`config.mk`:
```
export PLATFORM = sky130hd
export DESIGN_NAME = fc_argmax_flat
export DESIGN_NICKNAME = d
export VERILOG_FILES = /design/src/rtl/fc_argmax_if.sv /design/src/rtl/fc_argmax.sv /design/src/flat_wrapper.sv
export SDC_FILE = /design/constraint.sdc
export NUM_CORES = 1
export LEC_CHECK = 0
export ABC_CLOCK_PERIOD_IN_PS = 3200
export BUFFER_PORTS_ARGS = -buffer_cell sky130_fd_sc_hd__buf_4
export CAP_MARGIN = 0
export CORE_MARGIN = 2
export CORE_UTILIZATION = 53
export CTS_CLUSTER_SIZE = 16
export DETAILED_ROUTE_END_ITERATION = 16
export MAX_ROUTING_LAYER = met4
export PLACE_DENSITY = 0.88
export SETUP_SLACK_MARGIN = 0.2
export SLEW_MARGIN = 15
export SYNTH_ARGS = -nofsm -noshare
export SYNTH_HDL_FRONTEND = slang
export SYNTH_SLANG_ARGS = --single-unit
```
`constraint.sdc`:
```
create_clock -name clk -period 3.2 [get_ports clk]
set_input_delay 0.32 -clock clk [delete_from_list [all_inputs] [get_ports clk]]
set_output_delay 0.32 -clock clk [all_outputs]
set_load 0.005 [all_outputs]
```
`src/rtl/fc_argmax_if.sv`:
```
// Score-stream and result bus between a score source and the fc_argmax block.
interface fc_argmax_if #(
  parameter int BIT   = 32,
  parameter int IDX_W = 4
);
  logic             in_valid;
  logic [BIT-1:0]   in_data;
  logic             in_last;
  logic             in_ready;
  logic             out_valid;
  logic [IDX_W-1:0] class_idx;
  logic [BIT-1:0]   max_score;
  logic             frame_err;

  // Score source / result consumer side
  modport master (
    output in_valid, in_data, in_last,
    input  in_ready, out_valid, class_idx, max_score, frame_err
  );

  // Argmax block side
  modport slave (
    input  in_valid, in_data, in_last,
    output in_ready, out_valid, class_idx, max_score, frame_err
  );
endinterface

```
`src/rtl/fc_argmax.sv`:
```
// Streaming argmax over NUM_CLASS IEEE-754 single-precision scores per frame.
// One score per cycle; result presented for one cycle in DONE and held afterwards.
module fc_argmax #(
  parameter int BIT       = 32,
  parameter int NUM_CLASS = 7,
  parameter int IDX_W     = 4
) (
  input logic        clk,
  input logic        rst_,
  fc_argmax_if.slave bus
);

  localparam int CNT_W = $clog2(NUM_CLASS + 1);

  typedef enum logic [1:0] {StIdle, StAcc, StDone} state_e;

  state_e           r_state, w_state_d;
  logic [CNT_W-1:0] r_count, w_count_d, w_count_inc;
  logic [BIT-1:0]   r_max, w_max_d;
  logic [IDX_W-1:0] r_idx, w_idx_d;
  logic [BIT-1:0]   r_max_score, w_max_score_d;
  logic [IDX_W-1:0] r_class_idx, w_class_idx_d;
  logic             r_frame_err, w_frame_err_d;

  logic             w_xfer;
  logic             w_nan_new, w_nan_max;
  logic [BIT-1:0]   w_key_new, w_key_max;
  logic             w_gt;
  logic [BIT-1:0]   w_sel_max;
  logic [IDX_W-1:0] w_sel_idx;

  // NaN: exponent all ones with a nonzero mantissa
  function automatic logic f_is_nan(input logic [BIT-1:0] v);
    return (&v[BIT-2:BIT-9]) && (|v[BIT-10:0]);
  endfunction

  // Map a float to an unsigned key whose integer order matches IEEE order.
  // Both zeros map to the same key so +0 and -0 tie.
  function automatic logic [BIT-1:0] f_key(input logic [BIT-1:0] v);
    logic [BIT-1:0] k;
    if (v[BIT-2:0] == '0) begin
      k = {1'b1, {(BIT-1){1'b0}}};
    end else if (v[BIT-1]) begin
      k = ~v;
    end else begin
      k = {1'b1, v[BIT-2:0]};
    end
    return k;
  endfunction

  // Combinational strictly-greater comparator between incoming score and running max
  always_comb begin
    w_nan_new = f_is_nan(bus.in_data);
    w_nan_max = f_is_nan(r_max);
    w_key_new = f_key(bus.in_data);
    w_key_max = f_key(r_max);
    // A NaN never wins; a NaN running max loses to any real score
    w_gt      = !w_nan_new && (w_nan_max || (w_key_new > w_key_max));
    w_sel_max = w_gt ? bus.in_data : r_max;
    w_sel_idx = w_gt ? IDX_W'(r_count) : r_idx;
  end

  assign w_xfer      = bus.in_valid && bus.in_ready;
  assign w_count_inc = r_count + CNT_W'(1);

  // Next-state, running max/index and result-capture logic
  always_comb begin
    w_state_d     = r_state;
    w_count_d     = r_count;
    w_max_d       = r_max;
    w_idx_d       = r_idx;
    w_max_score_d = r_max_score;
    w_class_idx_d = r_class_idx;
    w_frame_err_d = 1'b0;
    unique case (r_state)
      StIdle: begin
        if (w_xfer) begin
          w_max_d = bus.in_data;
          w_idx_d = '0;
          if (bus.in_last) begin
            // Frame of one score is always short
            w_frame_err_d = 1'b1;
            w_count_d     = '0;
          end else begin
            w_count_d = CNT_W'(1);
            w_state_d = StAcc;
          end
        end
      end
      StAcc: begin
        if (w_xfer) begin
          w_max_d = w_sel_max;
          w_idx_d = w_sel_idx;
          if (w_count_inc == CNT_W'(NUM_CLASS)) begin
            // Frame length decides completion; in_last is not required here
            w_count_d     = w_count_inc;
            w_max_score_d = w_sel_max;
            w_class_idx_d = w_sel_idx;
            w_state_d     = StDone;
          end else if (bus.in_last) begin
            w_frame_err_d = 1'b1;
            w_count_d     = '0;
            w_state_d     = StIdle;
          end else begin
            w_count_d = w_count_inc;
          end
        end
      end
      StDone: begin
        w_count_d = '0;
        w_state_d = StIdle;
      end
      default: begin
        w_count_d = '0;
        w_state_d = StIdle;
      end
    endcase
  end

  // State and datapath registers, asynchronously cleared
  always_ff @(posedge clk or negedge rst_) begin
    if (!rst_) begin
      r_state     <= StIdle;
      r_count     <= '0;
      r_max       <= '0;
      r_idx       <= '0;
      r_max_score <= '0;
      r_class_idx <= '0;
      r_frame_err <= 1'b0;
    end else begin
      r_state     <= w_state_d;
      r_count     <= w_count_d;
      r_max       <= w_max_d;
      r_idx       <= w_idx_d;
      r_max_score <= w_max_score_d;
      r_class_idx <= w_class_idx_d;
      r_frame_err <= w_frame_err_d;
    end
  end

  assign bus.in_ready  = (r_state != StDone);
  assign bus.out_valid = (r_state == StDone);
  assign bus.class_idx = r_class_idx;
  assign bus.max_score = r_max_score;
  assign bus.frame_err = r_frame_err;

endmodule

```
`src/flat_wrapper.sv`:
```
// flat-port wrapper written by rule: the top's interface ports become plain ports
module fc_argmax_flat 
#(
  parameter int BIT       = 32,
  parameter int NUM_CLASS = 7,
  parameter int IDX_W     = 4
)
  (clk, rst_, bus_in_valid, bus_in_data, bus_in_last, bus_in_ready, bus_out_valid, bus_class_idx, bus_max_score, bus_frame_err);
  fc_argmax_if #(.BIT(BIT), .IDX_W(IDX_W)) bus_i ();
  input logic clk;
  input logic rst_;
  input wire logic [$bits(bus_i.in_valid)-1:0] bus_in_valid;
  input wire logic [$bits(bus_i.in_data)-1:0] bus_in_data;
  input wire logic [$bits(bus_i.in_last)-1:0] bus_in_last;
  output wire logic [$bits(bus_i.in_ready)-1:0] bus_in_ready;
  output wire logic [$bits(bus_i.out_valid)-1:0] bus_out_valid;
  output wire logic [$bits(bus_i.class_idx)-1:0] bus_class_idx;
  output wire logic [$bits(bus_i.max_score)-1:0] bus_max_score;
  output wire logic [$bits(bus_i.frame_err)-1:0] bus_frame_err;
  assign bus_i.in_valid = bus_in_valid;
  assign bus_i.in_data = bus_in_data;
  assign bus_i.in_last = bus_in_last;
  assign bus_in_ready = bus_i.in_ready;
  assign bus_out_valid = bus_i.out_valid;
  assign bus_class_idx = bus_i.class_idx;
  assign bus_max_score = bus_i.max_score;
  assign bus_frame_err = bus_i.frame_err;
  fc_argmax #(.BIT(BIT), .NUM_CLASS(NUM_CLASS), .IDX_W(IDX_W)) u_core (.clk(clk), .rst_(rst_), .bus(bus_i));
endmodule
```
==> results of run 1 <==
-- state kept, by name, indices dropped and copies added, names as in the netlist --
| register | cells |
|---|---|
| u_core.bus.frame_err | 1 |
| u_core.bus.max_score | 32 |
| u_core.r_state | 2 |
| u_core.r_idx | 4 |
| u_core.r_count | 3 |
| u_core.bus.class_idx | 4 |
| u_core.r_max | 32 |
-- per-layer routing --
| layer | share of wire | track usage |
|---|---|---|
| met1 | 0.36 | 0.457 |
| met2 | 0.46 | 0.615 |
| met3 | 0.11 | 0.0656 |
| met4 | 0.069 | 0.245 |
| met5 | 0 | - |
-- cells by family after synthesis --
group,after synthesis,synth area share
flip-flops,78,0.355
buffers and inverters,51,0.0403
AO/OA/AOI/OAI,111,0.155
adder cells (fa/ha/maj),34,0.0774
XOR/XNOR,63,0.100
AND/OR/NAND/NOR,212,0.189
multiplexers,32,0.0833
-- power groups by stage --
| stage | logic (mW) | clock network (mW) | registers [mW] |
|---|---|---|---|
| CTS | 2.77 | 0.802 | 1.22 |
| finish | 3.12 | 0.812 | 1.24 |
| global route | 3.24 | 0.853 | 1.25 |
| detailed placement | 2.34 | 0 | 1.24 |
| floorplan | 1.48 | 0 | 1.27 |
| global placement | 2.22 | 0 | 1.22 |
-- worst max-delay path, stage by stage (launching register included) --
cell                        delay, ns
sky130_fd_sc_hd__dfrtp_1         0.41
sky130_fd_sc_hd__nor4_1          0.39
sky130_fd_sc_hd__nand4_1         0.34
sky130_fd_sc_hd__nor2_4          0.27
sky130_fd_sc_hd__nand3_4         0.17
sky130_fd_sc_hd__buf_12          0.20
sky130_fd_sc_hd__nand2_4         0.07
sky130_fd_sc_hd__ha_4            0.20
sky130_fd_sc_hd__buf_4           0.13
sky130_fd_sc_hd__a21oi_1         0.40
sky130_fd_sc_hd__a211oi_2        0.23
sky130_fd_sc_hd__buf_4           0.20
sky130_fd_sc_hd__o311ai_4        0.29
sky130_fd_sc_hd__a41o_4          0.38
sky130_fd_sc_hd__clkbuf_16       0.20
sky130_fd_sc_hd__mux2_4          0.30
-- worst max path at each step --
stage,slack (ns),cells past startpoint,end
2_1_floorplan,-0.24,14,u_core.r_max[10]
3_3_place_gp,-0.52,14,u_core.r_idx[2]
3_5_place_dp,-0.72,14,u_core.r_idx[0]
4_1_cts,-0.43,15,u_core.r_max[31]
5_1_grt,-1.10,15,u_core.r_max[8]
6_report,-1.12,15,u_core.r_max[7]
-- layout by cell type (no fill, tap or decap), types with 11 or more instances in the layout --
| master | count |
|---|---|
| sky130_fd_sc_hd__a31oi_1 | 35 |
| sky130_fd_sc_hd__xnor2_1 | 31 |
| sky130_fd_sc_hd__mux2_4 | 27 |
| sky130_fd_sc_hd__ha_1 | 24 |
| sky130_fd_sc_hd__nand2_1 | 35 |
| sky130_fd_sc_hd__dfrtp_1 | 78 |
| sky130_fd_sc_hd__clkbuf_8 | 11 |
| sky130_fd_sc_hd__xor2_1 | 32 |
| sky130_fd_sc_hd__nor2_1 | 69 |
| sky130_fd_sc_hd__nand4_1 | 48 |
| sky130_fd_sc_hd__a21oi_1 | 13 |
| sky130_fd_sc_hd__buf_4 | 180 |
| sky130_fd_sc_hd__o311ai_2 | 31 |
-- final cells by class --
class	count	area share
clock buffer	11	0.0188
inverter	4	0.00187
clock inverter	5	0.00715
sequential	78	0.242
timing repair buffer	200	0.218
tap	136	0.0211
multi-input combinational	452	0.491
-- through the flow --
stage | hold slack [ns] | instances | instance area, um2
after global placement | 0.470 | 847 | 7190
final | 0.114 | 886 | 8050
after CTS | 0.142 | 880 | 7910
after floorplan | 0.0244 | 581 | 5860
after detailed placement | 0.480 | 847 | 7190
after global routing | 0.191 | 886 | 8050
-- timing repair --
item / in CTS / in global routing
resized for setup: 56 / 11
hold endpoints to repair: 0 / 0
endpoints found under the setup margin: 72 / 72
pin swaps: 9 / 11
setup buffers: 14 / 4
cloned: 3 / 2
==> flow_metrics.py, run 1 <==
metrics = {
    "yosys": {
        "post-synth-top-count-cell": "sky130_fd_sc_hd__dfrtp_1",
        "synth_top_cell_area_share": 0.355,
        "post_synth.cell_area_avg_um2": 9.46,
        "synth.top_cells.by_count": "78 x sky130_fd_sc_hd__dfrtp_1, 70 x sky130_fd_sc_hd__nor2_1, 48 x sky130_fd_sc_hd__nand4_1, 46 x sky130_fd_sc_hd__nand2_1, 43 x sky130_fd_sc_hd__clkbuf_1",
        "synth_nets": 651,
        "yosysUniqueCellTypes": 45,
        "ys_warn_count": 0,
        "yosysTopAreaCell": "sky130_fd_sc_hd__dfrtp_1",
        "number_of_enable_type_register_cells_in_the_synthesized_netlist": 0,
        "mappedNetlistArea_mm2": 0.00550,
        "syn-instance-count": 581,
        "ys_dominant_reg_cell": "sky130_fd_sc_hd__dfrtp_1",
        "ys_ff_latch": 78,
        "ys_top_cells_by_area": "sky130_fd_sc_hd__dfrtp_1 36%, sky130_fd_sc_hd__ha_1 7.7%, sky130_fd_sc_hd__mux2_4 7.1%",
        "synth_sequential_area_ratio": 0.355,
        "synth-async-reset-ratio": 1.00,
    },
    "timing": {
        "timing_worst_slew_pin_value_ns": 1.01,
        "timing.setup.tns_ns": -72.60,
        "grt_setup_unrepaired": "yes",
        "timing.final.crit_period_ns": 4.32,
        "max-slew-margin-rel": 0.330,
        "setup_slack_ns": -1.12,
        "fin_skew_ns": 0.00931,
        "setup-violations-final": 72,
        "drv_slew": 0,
        "finalHoldViolations": 0,
        "post-route-period-util": 1.35,
        "maximum_clock_frequency_ghz": 0.232,
    },
    "global_route": {
        "initial_antenna_violation_count": 0,
        "grt.overflow.total": 0,
        "grt_util_all_layers": 0.387,
        "global_route_wire_length_before_repair_um": 32700,
        "grt_max_degree": 79,
        "first_global_vias": 6052,
    },
    "finish": {
        "fill_cells": 550,
        "drive_gt1_frac": 0.439,
        "finish.net_count": 815,
        "final_core_util": 0.790,
        "multiInputGateArea_mm2": 0.00395,
        "n_antenna_cell": 0,
        "area.sequential_mm2": 0.00195,
        "syn_to_final_growth_pct": 46.5,
    },
    "detailed_routing": {
        "dr.pass1.iters": 5,
        "routed_wire_length_per_instance_um": 25.3,
        "drt_drc_violations_left": 0,
        "detail_route.vias_per_cell": 6.97,
        "antenna_violating_nets_post_route": 0,
        "num_vias": 6174,
        "drtIter0Drc": 721,
        "wirelength_um": 22500,
    },
    "cts": {
        "h-tree-depth": 3,
        "ctsRootBufferMaster": "sky130_fd_sc_hd__clkbuf_8",
        "ctsLongestPathBuffers": 2,
        "number_of_buffers_inserted_for_hold_repair_after_clock_tree_synthesis": 0,
        "cts_sinks": 78,
        "worst_setup_hold_path_clk_slew_ns": 0.09,
        "cts_tree": "done",
        "clk_latency_ns": 0.38,
        "tritoncts_buffer_count": 9,
    },
    "power": {
        "switching_component_of_the_power_mw": 2.16,
        "power_frac_clock": 0.157,
        "total_leakage_power_nw": 3.66,
        "p_comb_frac": 0.603,
        "power.sequential.fraction": 0.240,
        "worst_ir_drop_vdd_mv": 0.296,
        "power-per-cell-area_mw_per_mm2": 643,
        "total_power_mw": 5.17,
        "power_report.internal_total_mw": 3.01,
        "netSwitchingFraction": 0.417,
    },
    "worst_setup_path": {
        "critical_path.max_fanout": 8,
        "worst-setup-path-type": "reg2reg",
        "worstPathArrival_ns": 4.59,
        "rr_startpoint": "u_core.r_max[10]",
        "worst_setup_path_end_kind": "flop",
        "required_ns": 3.47,
        "number_of_cells_on_the_worst_reg_to_reg_path": 15,
        "rrSetupSlack_ns": -1.12,
        "critical_path.reg2reg.endpoint": "u_core.r_max[7]",
        "worstSetupStartpoint": "u_core.r_max[10]",
        "timing.critical_path.from_type": "flop",
    },
    "floorplan": {
        "die_width_um": 106,
        "coreArea_mm2": 0.0102,
        "dieHeight_um": 106,
        "start_util": 0.540,
        "rows": 37,
        "boundaryPins": 75,
        "dieArea_mm2": 0.0112,
    },
    "status": {
        "violations": "setup timing",
        "outcome": "finished, violations left",
    },
    "hold_path": {
        "min_path_type": "in2async",
    },
    "placement": {
        "placement.io_buffers": 74,
        "place.detailed.hpwl_um": 12200,
        "routabilityCongestion": 0.973,
        "dp_worst_setup_slack_ns": -0.719,
    },
    "job": {
        "timing.max_cap.violations": 0,
    },
}
(Power assumes the default switching activity.)
==> run 2: changes to the inputs <==
CORE_UTILIZATION = 54   (was 53)
CTS_BUF_LIST = sky130_fd_sc_hd__clkbuf_8   (was not set)
PLACE_DENSITY = 0.9   (was 0.88)
==> run 2 against run 1 <==
  * Synthesized cell count unchanged
  * The run now fails in global routing (5_1_grt)
  * Area after synthesis unchanged
==> flow_metrics.py, run 2 <==
metrics = {
    "global_route": {
        "grt.overflow.total": 7,
        "grt_max_degree": 79,
        "grt_util_all_layers": 0.655,
    },
    "yosys": {
        "post-synth-top-count-cell": "sky130_fd_sc_hd__dfrtp_1",
        "synth_top_cell_area_share": 0.355,
        "ys_warn_count": 0,
        "synth_nets": 651,
        "number_of_enable_type_register_cells_in_the_synthesized_netlist": 0,
        "ys_ff_latch": 78,
        "ys_top_cells_by_area": "sky130_fd_sc_hd__dfrtp_1 36%, sky130_fd_sc_hd__ha_1 7.7%, sky130_fd_sc_hd__mux2_4 7.1%",
        "yosysUniqueCellTypes": 45,
        "post_synth.cell_area_avg_um2": 9.46,
        "mappedNetlistArea_mm2": 0.00550,
        "synth.top_cells.by_count": "78 x sky130_fd_sc_hd__dfrtp_1, 70 x sky130_fd_sc_hd__nor2_1, 48 x sky130_fd_sc_hd__nand4_1, 46 x sky130_fd_sc_hd__nand2_1, 43 x sky130_fd_sc_hd__clkbuf_1",
        "synth-async-reset-ratio": 1.00,
        "ys_dominant_reg_cell": "sky130_fd_sc_hd__dfrtp_1",
        "syn-instance-count": 581,
        "synth_sequential_area_ratio": 0.355,
        "yosysTopAreaCell": "sky130_fd_sc_hd__dfrtp_1",
    },
    "cts": {
        "tritoncts_buffer_count": 9,
        "ctsLongestPathBuffers": 2,
        "h-tree-depth": 3,
        "number_of_buffers_inserted_for_hold_repair_after_clock_tree_synthesis": 0,
        "cts_sinks": 78,
        "ctsRootBufferMaster": "sky130_fd_sc_hd__clkbuf_8",
    },
    "placement": {
        "routabilityCongestion": 0.959,
        "dp_worst_setup_slack_ns": -0.760,
        "placement.io_buffers": 74,
        "place.detailed.hpwl_um": 12200,
    },
    "timing": {
        "timing.repair.worst_endpoint_type": "sequential cell input",
        "grt_worst_setup_endpoint": "u_core.r_max[13]$_DFFE_PN0P_/D",
    },
    "status": {
        "first-error": "[ERROR GRT-0232] Routing congestion too high. Check the congestion heatmap in the GUI.",
        "outcome": "stopped before the end",
        "stage_at_which_the_run_stopped": "global routing (5_1_grt)",
    },
    "floorplan": {
        "boundaryPins": 75,
        "dieHeight_um": 105,
        "start_util": 0.560,
        "die_width_um": 105,
        "rows": 36,
    },
}
## run 2: cell counts after synthesis
Identical to the previous run, type by type.
## run 2: metrics by stage
step           instance area (um2)  instances
3_3_place_gp                  7200        846
2_1_floorplan                 5860        581
4_1_cts                       8390        907
3_5_place_dp                  7200        846
## run 2: cells by family after synthesis
group,after synthesis,share of synthesized area
xor gates and xnor gates,63,0.100
muxes,32,0.0833
DFF,78,0.355
adders and majority gates,34,0.0774
AOI/OAI and AO/OA,111,0.155
buffers and inverters,51,0.0403
and+or+nand+nor,212,0.189
## run 2: timing repair
action                                  CTS
resized for setup                        85
pin swaps                                46
gates cloned                             12
endpoints found under the setup margin   72
setup buffers                            33
## run 2: metal layers
metal	GRT overflow	GRT usage
met1	0	0.661
met2	3	0.834
met3	0	0.446
met5	-	-
met4	4	0.592
==> run 3: changes to the inputs <==
ABC_CLOCK_PERIOD_IN_PS = 4150   (was 3200)
CORE_UTILIZATION = 40   (was 54)
CTS_BUF_LIST = not set   (was sky130_fd_sc_hd__clkbuf_8)
CTS_CLUSTER_SIZE = not set   (was 16)
MAX_ROUTING_LAYER = not set   (was met4)
PLACE_DENSITY = not set   (was 0.9)
PLACE_DENSITY_LB_ADDON = 0.15   (was not set)
SETUP_SLACK_MARGIN = not set   (was 0.2)
clock period = 4.15 ns   (was 3.2 ns; I/O delays follow)
==> run 3 against run 2 <==
  * The flow now finishes without violations
==> flow_metrics.py, run 3 (synthesis results as in run 1) <==
metrics = {
    "status": {
        "outcome": "finished clean",
    },
    "floorplan": {
        "rows": 42,
        "boundaryPins": 75,
        "dieHeight_um": 121,
        "die_width_um": 121,
        "start_util": 0.412,
        "coreArea_mm2": 0.0133,
        "dieArea_mm2": 0.0147,
    },
    "cts": {
        "ctsLongestPathBuffers": 2,
        "worst_setup_hold_path_clk_slew_ns": 0.06,
        "clk_latency_ns": 0.35,
        "cts_tree": "done",
        "tritoncts_buffer_count": 9,
        "h-tree-depth": 3,
        "ctsRootBufferMaster": "sky130_fd_sc_hd__clkbuf_16",
        "cts_sinks": 78,
    },
    "global_route": {
        "grt_max_degree": 79,
        "grt.overflow.total": 0,
        "initial_antenna_violation_count": 0,
        "global_route_wire_length_before_repair_um": 25300,
        "grt_util_all_layers": 0.221,
        "first_global_vias": 4825,
    },
    "finish": {
        "final_core_util": 0.495,
        "final_cell_mix": "94 x sky130_fd_sc_hd__buf_4, 78 x sky130_fd_sc_hd__dfrtp_1, 70 x sky130_fd_sc_hd__nor2_1",
        "syn_to_final_growth_pct": 20.3,
        "instances_no_fill": 824,
        "fill_cells": 1316,
        "most_common_cell_after_layout_fill_and_taps_aside": "sky130_fd_sc_hd__buf_4",
        "n_antenna_cell": 0,
        "finish.net_count": 714,
        "drive_gt1_frac": 0.233,
    },
    "placement": {
        "routabilityCongestion": 0.891,
        "placement.io_buffers": 74,
        "place_inst": 809,
        "place.detailed.hpwl_um": 10600,
    },
    "worst_setup_path": {
        "timing.critical_path.mode_cell": "sky130_fd_sc_hd__buf_4",
        "critical_path.cell_chain": "nor4_2 > buf_4 > nand4_1 > nor2_1 > nand3_1 > buf_4 > nand2_1 > ha_1 > nand4_2 > buf_4 > nor3_1 > a221o_1 > o311ai_4 > a41o_2 > buf_4 > mux2_4",
        "critical_path.max_fanout": 15,
        "crit_slowest_cell": "sky130_fd_sc_hd__dfrtp_1",
        "worstPathArrival_ns": 4.09,
        "required_ns": 4.38,
        "timing.critical_path.from_type": "flop",
        "worst_setup_path_end_kind": "flop",
        "worst-setup-path-type": "reg2reg",
        "critical_path_buf_inv_count": 4,
        "timing.critical_path.max_delay_family": "simple AND/OR/NAND/NOR gates",
        "timing.critical_path.slowest_cell_delay_ns": 0.42,
    },
    "timing": {
        "grt_setup_unrepaired": "no",
        "drv_slew": 0,
        "max-slew-margin-rel": 0.317,
        "maximum_clock_frequency_ghz": 0.259,
        "post-route-period-util": 0.932,
        "fin_skew_ns": 0.00851,
        "timing_worst_slew_pin_value_ns": 1.02,
        "setup-violations-final": 0,
        "finalHoldViolations": 0,
        "timing.setup.tns_ns": 0,
        "timing.final.crit_period_ns": 3.87,
    },
    "detailed_routing": {
        "detail_route.vias_per_cell": 5.81,
        "antenna_violating_nets_post_route": 0,
        "routed_wire_length_per_instance_um": 18.8,
        "dr.pass1.iters": 4,
        "drt_drc_violations_left": 0,
        "num_vias": 4787,
        "drtIter0Drc": 264,
        "wirelength_um": 15500,
    },
    "hold_path": {
        "min_path_type": "in2async",
    },
    "power": {
        "worst_ir_drop_vdd_mv": 0.184,
        "total_leakage_power_nw": 3.02,
        "total_power_mw": 3.19,
        "power-per-cell-area_mw_per_mm2": 482,
    },
    "job": {
        "timing.max_cap.violations": 0,
    },
}
==> run 3: area by class of cell <==
| cell class | count | area [um2] | area share |
|---|---|---|---|
| multi-input cells | 452 | 3340 | 0.505 |
| flip-flops and latches | 78 | 1950 | 0.295 |
| repair buffers | 99 | 797 | 0.121 |
| clock buffers | 11 | 243 | 0.0367 |
| well taps | 176 | 220 | 0.0333 |
| clock inverters | 4 | 47.5 | 0.00719 |
| inverters | 4 | 16.3 | 0.00246 |
==> run 3: stage by stage <==
step / area [um2] / hold slack (ns) / worst slack [ns]
after global placement: 6310 / 0.473 / 0.155
after detailed placement: 6310 / 0.484 / 0.0552
final: 6610 / 0.216 / 0.284
after global routing: 6610 / 0.321 / 0.0288
after CTS: 6600 / 0.287 / 0.191
after floorplan: 5500 / 0.119 / 0.262
==> run 3: layer usage <==
layer / global-route usage / routed length, um
met1: 0.297 / 7220
met5: 0 / 0
met4: 0.0761 / 244
met2: 0.353 / 7330
met3: 0.0475 / 693
==> run 3: path summary, 6_finish.rpt <==
path                       cells past startpoint                to  slack [ns]            start
max                                           16  u_core.r_max[22]        0.28  u_core.r_max[1]
min                                            1  u_core.r_max[18]        0.22             rst_
max reg2reg                                   16  u_core.r_max[22]        0.28  u_core.r_max[1]
min reg2reg                                    1   u_core.r_idx[2]        0.51  u_core.r_idx[2]
max in group asynchronous                      1  u_core.r_max[27]        3.24             rst_
min in group clk                               2   u_core.r_max[1]        0.32   bus_in_data[1]
==> run 3: what timing repair did <==
action / CTS / global route
resized for setup: 0 / 4
setup buffers: 0 / 0
endpoints found under the setup margin: 0 / 17
hold buffers: 0 / 0
==> run 3: where the power goes <==
part           switching [mW]  internal, mW
Combinational           0.738         0.649
Clock                   0.313         0.477
Sequential              0.141         0.868
